File: config.mk
export PLATFORM = sky130hd
export DESIGN_NAME = spi_buffer
export DESIGN_NICKNAME = d
export VERILOG_FILES = /design/src/rtl/spi_buffer.sv
export SDC_FILE = /design/constraint.sdc
export NUM_CORES = 1
export LEC_CHECK = 0
export BUFFER_PORTS_ARGS = -buffer_cell sky130_fd_sc_hd__buf_2
export CAP_MARGIN = 25
export CORE_AREA = 3 3 45 47
export DETAILED_ROUTE_END_ITERATION = 7
export DIE_AREA = 0 0 48 50
export GPL_ROUTABILITY_DRIVEN = 0
export PLACE_DENSITY = 0.74
export SYNTH_ARGS = -nofsm -noshare
export SYNTH_HDL_FRONTEND = slang
export SYNTH_SLANG_ARGS = --single-unit
File: constraint.sdc
create_clock -name CLK -period 3.62 [get_ports CLK]
set_input_delay 0.181 -clock CLK [delete_from_list [all_inputs] [get_ports CLK]]
set_output_delay 0.181 -clock CLK [all_outputs]
set_load 0.05 [all_outputs]
File: src/rtl/spi_buffer.sv
// SPI mode-0 slave receive buffer: shifts DI while CS is low and publishes each WIDTH-bit word.
// Optional build macro SPI_BUFFER_FRAME_CNT_EN adds ByteCnt, a per-frame count of completed words.
module spi_buffer #(
  parameter int WIDTH     = 8,
  parameter bit MSB_FIRST = 1'b1
) (
  input  logic             CLK,
  input  logic             RST,
  input  logic             CS,
  input  logic             DI,
  output logic [WIDTH-1:0] Buffer,
`ifdef SPI_BUFFER_FRAME_CNT_EN
  output logic             Changed,
  output logic [7:0]       ByteCnt
`else
  output logic             Changed
`endif
);

  localparam int CNT_W = (WIDTH > 1) ? $clog2(WIDTH) : 1;
  localparam logic [CNT_W-1:0] LAST_BIT = CNT_W'(WIDTH - 1);

  logic [WIDTH-2:0] shift_r;
  logic [WIDTH-2:0] shift_next_s;
  logic [CNT_W-1:0] cnt_r;
  logic [CNT_W-1:0] cnt_next_s;
  logic [WIDTH-1:0] word_s;
  logic             last_s;
  logic             load_s;

  // Next-state for the shift register and bit counter; CS high discards any partial word.
  always_comb begin
    shift_next_s = '0;
    cnt_next_s   = '0;
    word_s       = MSB_FIRST ? {shift_r, DI} : {DI, shift_r};
    last_s       = (cnt_r == LAST_BIT);
    load_s       = 1'b0;
    if (CS) begin
      shift_next_s = '0;
      cnt_next_s   = '0;
    end else if (last_s) begin
      // Word complete: clear so the next bit starts a fresh word with no gap.
      load_s       = 1'b1;
      shift_next_s = '0;
      cnt_next_s   = '0;
    end else begin
      shift_next_s = MSB_FIRST ? word_s[WIDTH-2:0] : word_s[WIDTH-1:1];
      cnt_next_s   = cnt_r + CNT_W'(1);
    end
  end

  // Receive state and registered outputs; reset has priority over everything.
  always_ff @(posedge CLK) begin
    if (RST) begin
      shift_r <= '0;
      cnt_r   <= '0;
      Buffer  <= '0;
      Changed <= 1'b0;
    end else begin
      shift_r <= shift_next_s;
      cnt_r   <= cnt_next_s;
      Changed <= load_s;
      if (load_s) begin
        Buffer <= word_s;
      end
    end
  end

`ifdef SPI_BUFFER_FRAME_CNT_EN
  // Per-frame completed-word counter, updated on the same edge as Buffer.
  always_ff @(posedge CLK) begin
    if (RST) begin
      ByteCnt <= 8'd0;
    end else if (CS) begin
      ByteCnt <= 8'd0;
    end else if (load_s) begin
      ByteCnt <= ByteCnt + 8'd1;
    end
  end
`endif

endmodule

Word-level counts from Yosys, hierarchy flattened
Index checks and enable logic that the tools add are counted.

cells by class
  add/sub/neg operators = 1
  multiply operators = 0
  div/mod/pow operators = 0
  order comparisons = 0
  equality and inequality tests = 1
  shift-type cells = 0
  mux-type cells = 2
  bitwise logic cells = 0
  reductions and logical operators = 1

operator list
  cell                                                           number
  3-bit by 1-bit adder with 3-bit output, second input constant  1
  3-bit equality test, second input constant                     1
  3-bit OR reduction                                             1
  1-bit 2-to-1 mux                                               2

word-level totals
  register bits = 19
  bits in latches = 0
  bits in writable memories = 0
  ROM bits = 0
  bits of input ports = 4
  memories kept = 0

Depth between registers and ports, before layout
Gate-level depths: netlist (run 1).

  depth in word-level cells = 3
  mapped depth = 5
  depth with buffers taken out = 4

Worst setup path after synthesis (run 1)
No wires, ideal clock.

  kind = flip-flop to flip-flop
  from = register cnt_r[0]
  to = register Changed
  arrival time = 1159 ps
  path slack = 2345 ps
  stages on the path, launching flop included = 6
  clock period less this slack = 1275 ps
  cells stage by stage = dfxtp_1 -> ha_1 -> ha_1 -> buf_6 -> and2b_4 -> and2b_2

on the way
  word-level cells in the longest chain between the ends = 3

RTL lines
  item                    RTL line  text
  start, declared         25        logic [CNT_W-1:0] cnt_r;
  start signal, assigned  61        cnt_r <= cnt_next_s;
  3-bit equality test     36        last_s = (cnt_r == LAST_BIT);
  1-bit 2-to-1 mux        41        end else if (last_s) begin
  1-bit 2-to-1 mux        38        if (CS) begin
  end signal, assigned    62        Changed <= load_s;
  end, declared           16        output logic Changed

No other way between the ends.
A chain may end at the register's enable or synchronous reset.

Worst setup path after layout (run 1)
  from = register cnt_r[0]
  to = register shift_r[4]

on the way
  word-level cells in the longest chain between the ends = 2

RTL lines
  item                          RTL line  text
  3-bit equality test           36
  3-bit OR reduction (no line)  -
  end signal, assigned          60        shift_r <= shift_next_s;
  end, declared                 23        logic [WIDTH-2:0] shift_r;

No other way between the ends.

==> results.sh, run 1 <==
export IMPL_wl_met2_um=560
export IMPL_routed_wl_mm=1.13
export IMPL_path_class="reg2reg"
export IMPL_cts_tree="yes"
export IMPL_post_cts_resized=0
export IMPL_relSlewSlack=0.716
export IMPL_antenna_found_initial=0
export IMPL_fin_skew_ns=0.0128
export IMPL_cts_clk_slew_worst_paths_ns=0.11
export IMPL_worstPathCellList="ha_1 -> ha_1 -> nor3_4 -> and2_1"
export IMPL_htree_levels=1
export IMPL_top_layer_used="met4"
export IMPL_synth_flop_cell="dfxtp_1"
export IMPL_synthesis_nets=67
export IMPL_drc=0
export IMPL_wl_per_cell_um=12.4
export IMPL_coreArea_mm2=0.00169
export IMPL_synth_edf_count=0
export IMPL_wl_met3_um=47
export IMPL_ios=13
export IMPL_dp_slack_ns=2.23
export IMPL_yosysTopAreaCellShare=0.519
export IMPL_hp_class="in2reg"
export IMPL_dieArea_mm2=0.00240
export IMPL_required_ns=3.86
export IMPL_holdWs_ns=0.0918
export IMPL_power_leakage_nw=0.338
export IMPL_root_buffer="clkbuf_4"
export IMPL_finalWorstSetupSlack_ns=2.20
export IMPL_cts_buffers=3
export IMPL_max_freq_mhz=706
export IMPL_synth_warnings=0
export IMPL_nets=81
export IMPL_synth_distinct_cells=13
export IMPL_drtIter0Drc=11
export IMPL_r2r_slack_ns=2.20
export IMPL_clkSinkCount=19
export IMPL_insertion_delay_ns=0.30
export IMPL_period_needed_ns=1.42
export IMPL_arrival_ns=1.66
export IMPL_rsz0062_at_grt="no"
export IMPL_grt_overflow_total=0
export IMPL_dieWidth_um=48
export IMPL_vias=479
export IMPL_dp_hpwl_um=792
export IMPL_crit_buf_inv=0
export IMPL_drive_above_1_share=0.365
export IMPL_grt_pass1_vias=440
export IMPL_wl_met1_um=488
export IMPL_final_hold_viol_count=0
export IMPL_die_h_um=50
export IMPL_critPathMaxStageDelay_ns=0.35
export IMPL_drv_cap=0
export IMPL_start_kind="flip-flop"
export IMPL_cts_hold_fix_buffers=0
export IMPL_cts_setup_buffers=0
export IMPL_grt_pass1_wl_mm=1.86
export IMPL_start_util=0.434
export IMPL_clockBufferDepth=2
export IMPL_ys_seq_area_frac=0.519
export IMPL_syn2layout_area_growth_pct=10.8
export IMPL_setup_viol=0
export IMPL_synth_seq_cells=19
export IMPL_worst_pin_slew_ns=0.426
export IMPL_synthTopCellsByCount="19 x dfxtp_1, 9 x and2_1, 8 x nand2b_2, 8 x nand4bb_1, 7 x o21ai_0"
export IMPL_cellPowerDensity_mw_per_mm2=408
export IMPL_track_usage=0.109
export IMPL_critical_path_endpoint_type="flip-flop"
export IMPL_drt_pass1_iterations=4
export IMPL_cpMaxStageDelayCell="nor3_4"
export IMPL_synth_async_reset_ratio=0
export IMPL_port_buffers=12
export IMPL_setup_tns_final_ns=0
export IMPL_n_antenna_cell=0
export IMPL_synthesis_area_um2=733
export IMPL_final_fill_count=159
export IMPL_maxSlewViolCount=0
export IMPL_syn_area_per_cell_um2=12.0
export IMPL_cpLargestDelayFamily="adder cells"
export IMPL_worst_path_most_repeated_cell="ha_1"
export IMPL_irDropWorstVdd_uv=147
export IMPL_vias_per_cell=5.26
export IMPL_status="complete, no violations"
export IMPL_synth_largest_area_cell="dfxtp_1"
export IMPL_min_period_over_period=0.391
export IMPL_ant_nets=0
export IMPL_rows=15
export IMPL_syn_inst=61
export IMPL_grt_start_max_net_pins=20
export IMPL_synth_most_common_cell="dfxtp_1"
export IMPL_synthTopCellsByArea="dfxtp_1 52%, nand4bb_1 12%, nand2b_2 9.6%, and2_1 7.7%, o21ai_0 4.8%"
export IMPL_path_max_fanout=11
-- power breakdown --
| group | total (mW) | internal [mW] | switching [mW] |
|---|---|---|---|
| Combinational | 0.0138 | 0.00781 | 0.00603 |
| Sequential | 0.212 | 0.211 | 0.000857 |
| Clock | 0.106 | 0.0412 | 0.0650 |
| Total | 0.332 | 0.260 | 0.0719 |
-- sequential cells by signal, summed over array words and instances (netlist names) --
name     count
Buffer       8
cnt_r        3
shift_r      7
Changed      1
-- cell type report --
type,count,area [um2],area share
tap,17,21.3,0.0262
multi-input combinational,39,323,0.398
clock buffer,3,22.5,0.0277
sequential,19,380,0.468
timing repair buffer,12,60.1,0.0740
clock inverter,1,5.00,0.00616
-- placed cells by master (no fill, tap or decap) --
cell,count
nor3_4,1
o21ai_0,7
and2b_2,1
nand4bb_1,8
nand2b_2,8
o21ai_1,1
and2_1,9
ha_1,2
buf_2,12
clkinv_2,1
nor4_1,1
dfxtp_1,19
clkbuf_4,3
and2b_4,1
-- per-stage QoR --
stage	power (mW)	cell area (um2)	std cells	util
detailed placement	0.230	785	87	0.464
global placement	0.230	785	87	0.464
finish	0.332	812	91	0.481
global route	0.344	812	91	0.481
CTS	0.335	812	91	0.481
floorplan	0.227	733	61	-
-- per-layer routing --
layer | GRT usage | vias up
met1 | 0.149 | 222
met2 | 0.145 | 16
met4 | 0.0807 | 0
met3 | 0.0219 | 4
met5 | 0 | -
li1 | - | 237
-- kinds of logic after synthesis --
| group | count (synthesis) | share of synthesized area |
|---|---|---|
| AOI/OAI and AO/OA | 8 | 0.0546 |
| and+or+nand+nor | 29 | 0.352 |
| buffers and inverters | 3 | 0.0410 |
| adders and majority gates | 2 | 0.0341 |
| DFF | 19 | 0.519 |
-- final timing paths --
check	start	to	cells past startpoint
max	cnt_r[0]	shift_r[4]	4
min	DI	shift_r[0]	2
max reg2reg	cnt_r[0]	shift_r[4]	4
min reg2reg	cnt_r[0]	cnt_r[0]	1
No activity file was read; power rests on OpenSTA's default activity.
==> run 2: changes to the inputs <==
ABC_AREA = 1   (was not set)
CORE_AREA = 3 3 43 45   (was 3 3 45 47)
DIE_AREA = 0 0 46 48   (was 0 0 48 50)
PLACE_DENSITY = 0.76   (was 0.74)
clock period = 1.3 ns   (was 3.62 ns; I/O delays follow)
==> results.sh, run 2 <==
export IMPL_cts_tree="yes"
export IMPL_fin_skew_ns=0.00680
export IMPL_track_usage=0.120
export IMPL_grt_start_max_net_pins=12
export IMPL_post_cts_resized=0
export IMPL_synth_compound_area_share=0
export IMPL_status="complete, but fails checks"
export IMPL_grt_pass1_wl_mm=1.80
export IMPL_htree_levels=1
export IMPL_antenna_found_initial=0
export IMPL_setup_viol=0
export IMPL_grt_pass1_vias=436
export IMPL_hp_class="in2reg"
export IMPL_critical_path_endpoint_type="flip-flop"
export IMPL_cellPowerDensity_mw_per_mm2=1180
export IMPL_worstPathCellList="ha_1 -> ha_1 -> inv_4 -> nand3_2 -> nor2_1"
export IMPL_reg2reg_depth=5
export IMPL_holdWs_ns=-0.00619
export IMPL_whs_path_depth=3
export IMPL_period_needed_ns=1.20
export IMPL_dp_slack_ns=0.104
export IMPL_synthSimpleGateAreaFrac=0.293
export IMPL_relSlewSlack=0.838
export IMPL_syn_inst=80
export IMPL_synthTopCellsByArea="dfxtp_1 57%, nor2_1 15%, nand3_1 6.0%, inv_1 5.7%, nand2_1 4.5%"
export IMPL_synth_top_family_by_area="simple AND/OR/NAND/NOR gates"
export IMPL_ant_nets=0
export IMPL_synth_warnings=0
export IMPL_insertion_delay_ns=0.30
export IMPL_setup_tns_final_ns=0
export IMPL_rsz0062_at_grt="no"
export IMPL_synth_flop_cell="dfxtp_1"
export IMPL_min_period_over_period=0.923
export IMPL_synthesis_nets=86
export IMPL_synthAdderAreaFrac=0.0378
export IMPL_regMostFlops="Buffer"
export IMPL_wl_per_cell_um=9.39
export IMPL_syn2layout_area_growth_pct=18.7
export IMPL_drv_cap=0
export IMPL_dp_hpwl_um=769
export IMPL_synth_most_common_cell="nor2_1"
export IMPL_synth_async_reset_ratio=0
export IMPL_drtIter0Drc=9
export IMPL_drt_pass1_iterations=4
export IMPL_synth_edf_count=0
export IMPL_max_freq_mhz=833
export IMPL_violations="hold timing"
export IMPL_ios=13
export IMPL_start_util=0.439
export IMPL_r2r_slack_ns=0.1
export IMPL_dieArea_mm2=0.00221
export IMPL_finalWorstSetupSlack_ns=0.0996
export IMPL_irDropWorstVdd_uv=483
export IMPL_place_area_um2=738
export IMPL_worst_path_most_repeated_cell="ha_1"
export IMPL_synthTopCellsByCount="26 x nor2_1, 19 x dfxtp_1, 10 x inv_1, 8 x nand2_1, 8 x nand3_1"
export IMPL_grt_overflow_total=0
export IMPL_cts_clk_slew_worst_paths_ns=0.11
export IMPL_start_kind="flip-flop"
export IMPL_path_class="reg2reg"
export IMPL_drive_above_1_share=0.214
export IMPL_reg_top3="Buffer: 8 flops, shift_r: 7 flops, cnt_r: 3 flops"
export IMPL_regToRegEndpoint="shift_r[4]"
export IMPL_cts_hold_fix_buffers=2
export IMPL_required_ns=1.54
export IMPL_ys_seq_area_frac=0.575
export IMPL_final_hold_viol_count=1
export IMPL_vias=513
export IMPL_vias_per_cell=4.50
export IMPL_final_cell_mix="26 x nor2_1, 19 x dfxtp_1, 12 x buf_2"
export IMPL_clockBufferDepth=2
export IMPL_reg2reg_from="cnt_r[0]"
export IMPL_syn_area_per_cell_um2=8.27
export IMPL_routed_wl_mm=1.07
export IMPL_final_fill_count=151
export IMPL_fin_area_um2=786
export IMPL_nets=105
export IMPL_critPathMaxStageDelay_ns=0.33
export IMPL_path_max_fanout=10
export IMPL_port_buffers=12
export IMPL_cts_setup_buffers=0
export IMPL_synth_largest_area_cell="dfxtp_1"
export IMPL_coreArea_mm2=0.00151
export IMPL_die_h_um=48
export IMPL_cts_buffers=3
export IMPL_hold_end="shift_r[0]"
export IMPL_drc=0
export IMPL_maxSlewViolCount=0
export IMPL_arrival_ns=1.44
export IMPL_yosysTopAreaCellShare=0.575
export IMPL_min_delay_start="DI"
export IMPL_final_common_cell="nor2_1"
export IMPL_power_leakage_nw=0.358
export IMPL_synth_xor_area_share=0
export IMPL_synth_distinct_cells=13
export IMPL_rows=14
export IMPL_synth_seq_cells=19
export IMPL_muxShareOfSynthArea=0
export IMPL_cpMaxStageDelayCell="dfxtp_1"
export IMPL_worst_pin_slew_ns=0.242
export IMPL_largest_reg_flops=8
export IMPL_dieWidth_um=46
export IMPL_n_antenna_cell=0
export IMPL_synthesis_area_um2=662
export IMPL_root_buffer="clkbuf_4"
export IMPL_clkSinkCount=19
run 2: cell types whose count changed in the layout (fill, tap and decap cells not counted), sizes merged, moves of 9 or more:
cell   change
nor2      +27
inv       +12
and2       -9
nand3      +9
run 2: worst max path at each step:
stage              from          to  slack, ns  cells after the start
3_3_place_gp   cnt_r[0]   Buffer[3]       0.17                      6
3_5_place_dp   cnt_r[0]  shift_r[4]       0.10                      5
6_report       cnt_r[0]  shift_r[4]        0.1                      5
5_1_grt        cnt_r[0]    cnt_r[2]       0.02                      5
2_1_floorplan  cnt_r[0]    cnt_r[0]       0.15                      6
4_1_cts        cnt_r[0]  shift_r[4]       0.07                      5
run 2: cell type report:
type | count | area [um2] | share of cell area
Clock buffer | 3 | 22.5 | 0.0287
Multi-Input combinational cell | 47 | 219 | 0.279
Inverter | 13 | 51.3 | 0.0653
Tap cell | 16 | 20.0 | 0.0255
Clock inverter | 1 | 5.00 | 0.00637
Timing Repair Buffer | 15 | 87.6 | 0.111
Sequential cell | 19 | 380 | 0.484
run 2: logic make-up after synthesis:
logic type / count (synthesis)
and+or+nand+nor: 45
DFF: 19
buffers and inverters: 14
adders and majority gates: 2
run 2: where the power goes:
group	switching [mW]	total, mW	internal, mW	leakage (nW)
Clock	0.182	0.297	0.115	0.0177
Combinational	0.0247	0.0396	0.0148	0.187
Sequential	0.00180	0.589	0.587	0.153
run 2: critical path: cells and delay by family (launching register included):
family	cells	cell delay, ns
flip-flops	1	0.33
adder cells (fa/ha/maj)	2	0.41
buffers and inverters	1	0.09
AND/OR/NAND/NOR	2	0.32
run 2: routing by layer:
layer | routed length, um | GRT usage | vias to the layer above
li1 | - | - | 278
met4 | 46 | 0.102 | 0
met3 | 83 | 0.0338 | 4
met2 | 442 | 0.181 | 17
met1 | 498 | 0.139 | 214
met5 | 0 | 0 | -
run 2: through the flow:
step	util	power [mW]	std cells
final	0.522	0.925	114
after global routing	0.522	0.961	114
after CTS	0.522	0.933	114
after detailed placement	0.490	0.637	108
after global placement	0.490	0.636	108
after floorplan	-	0.624	80
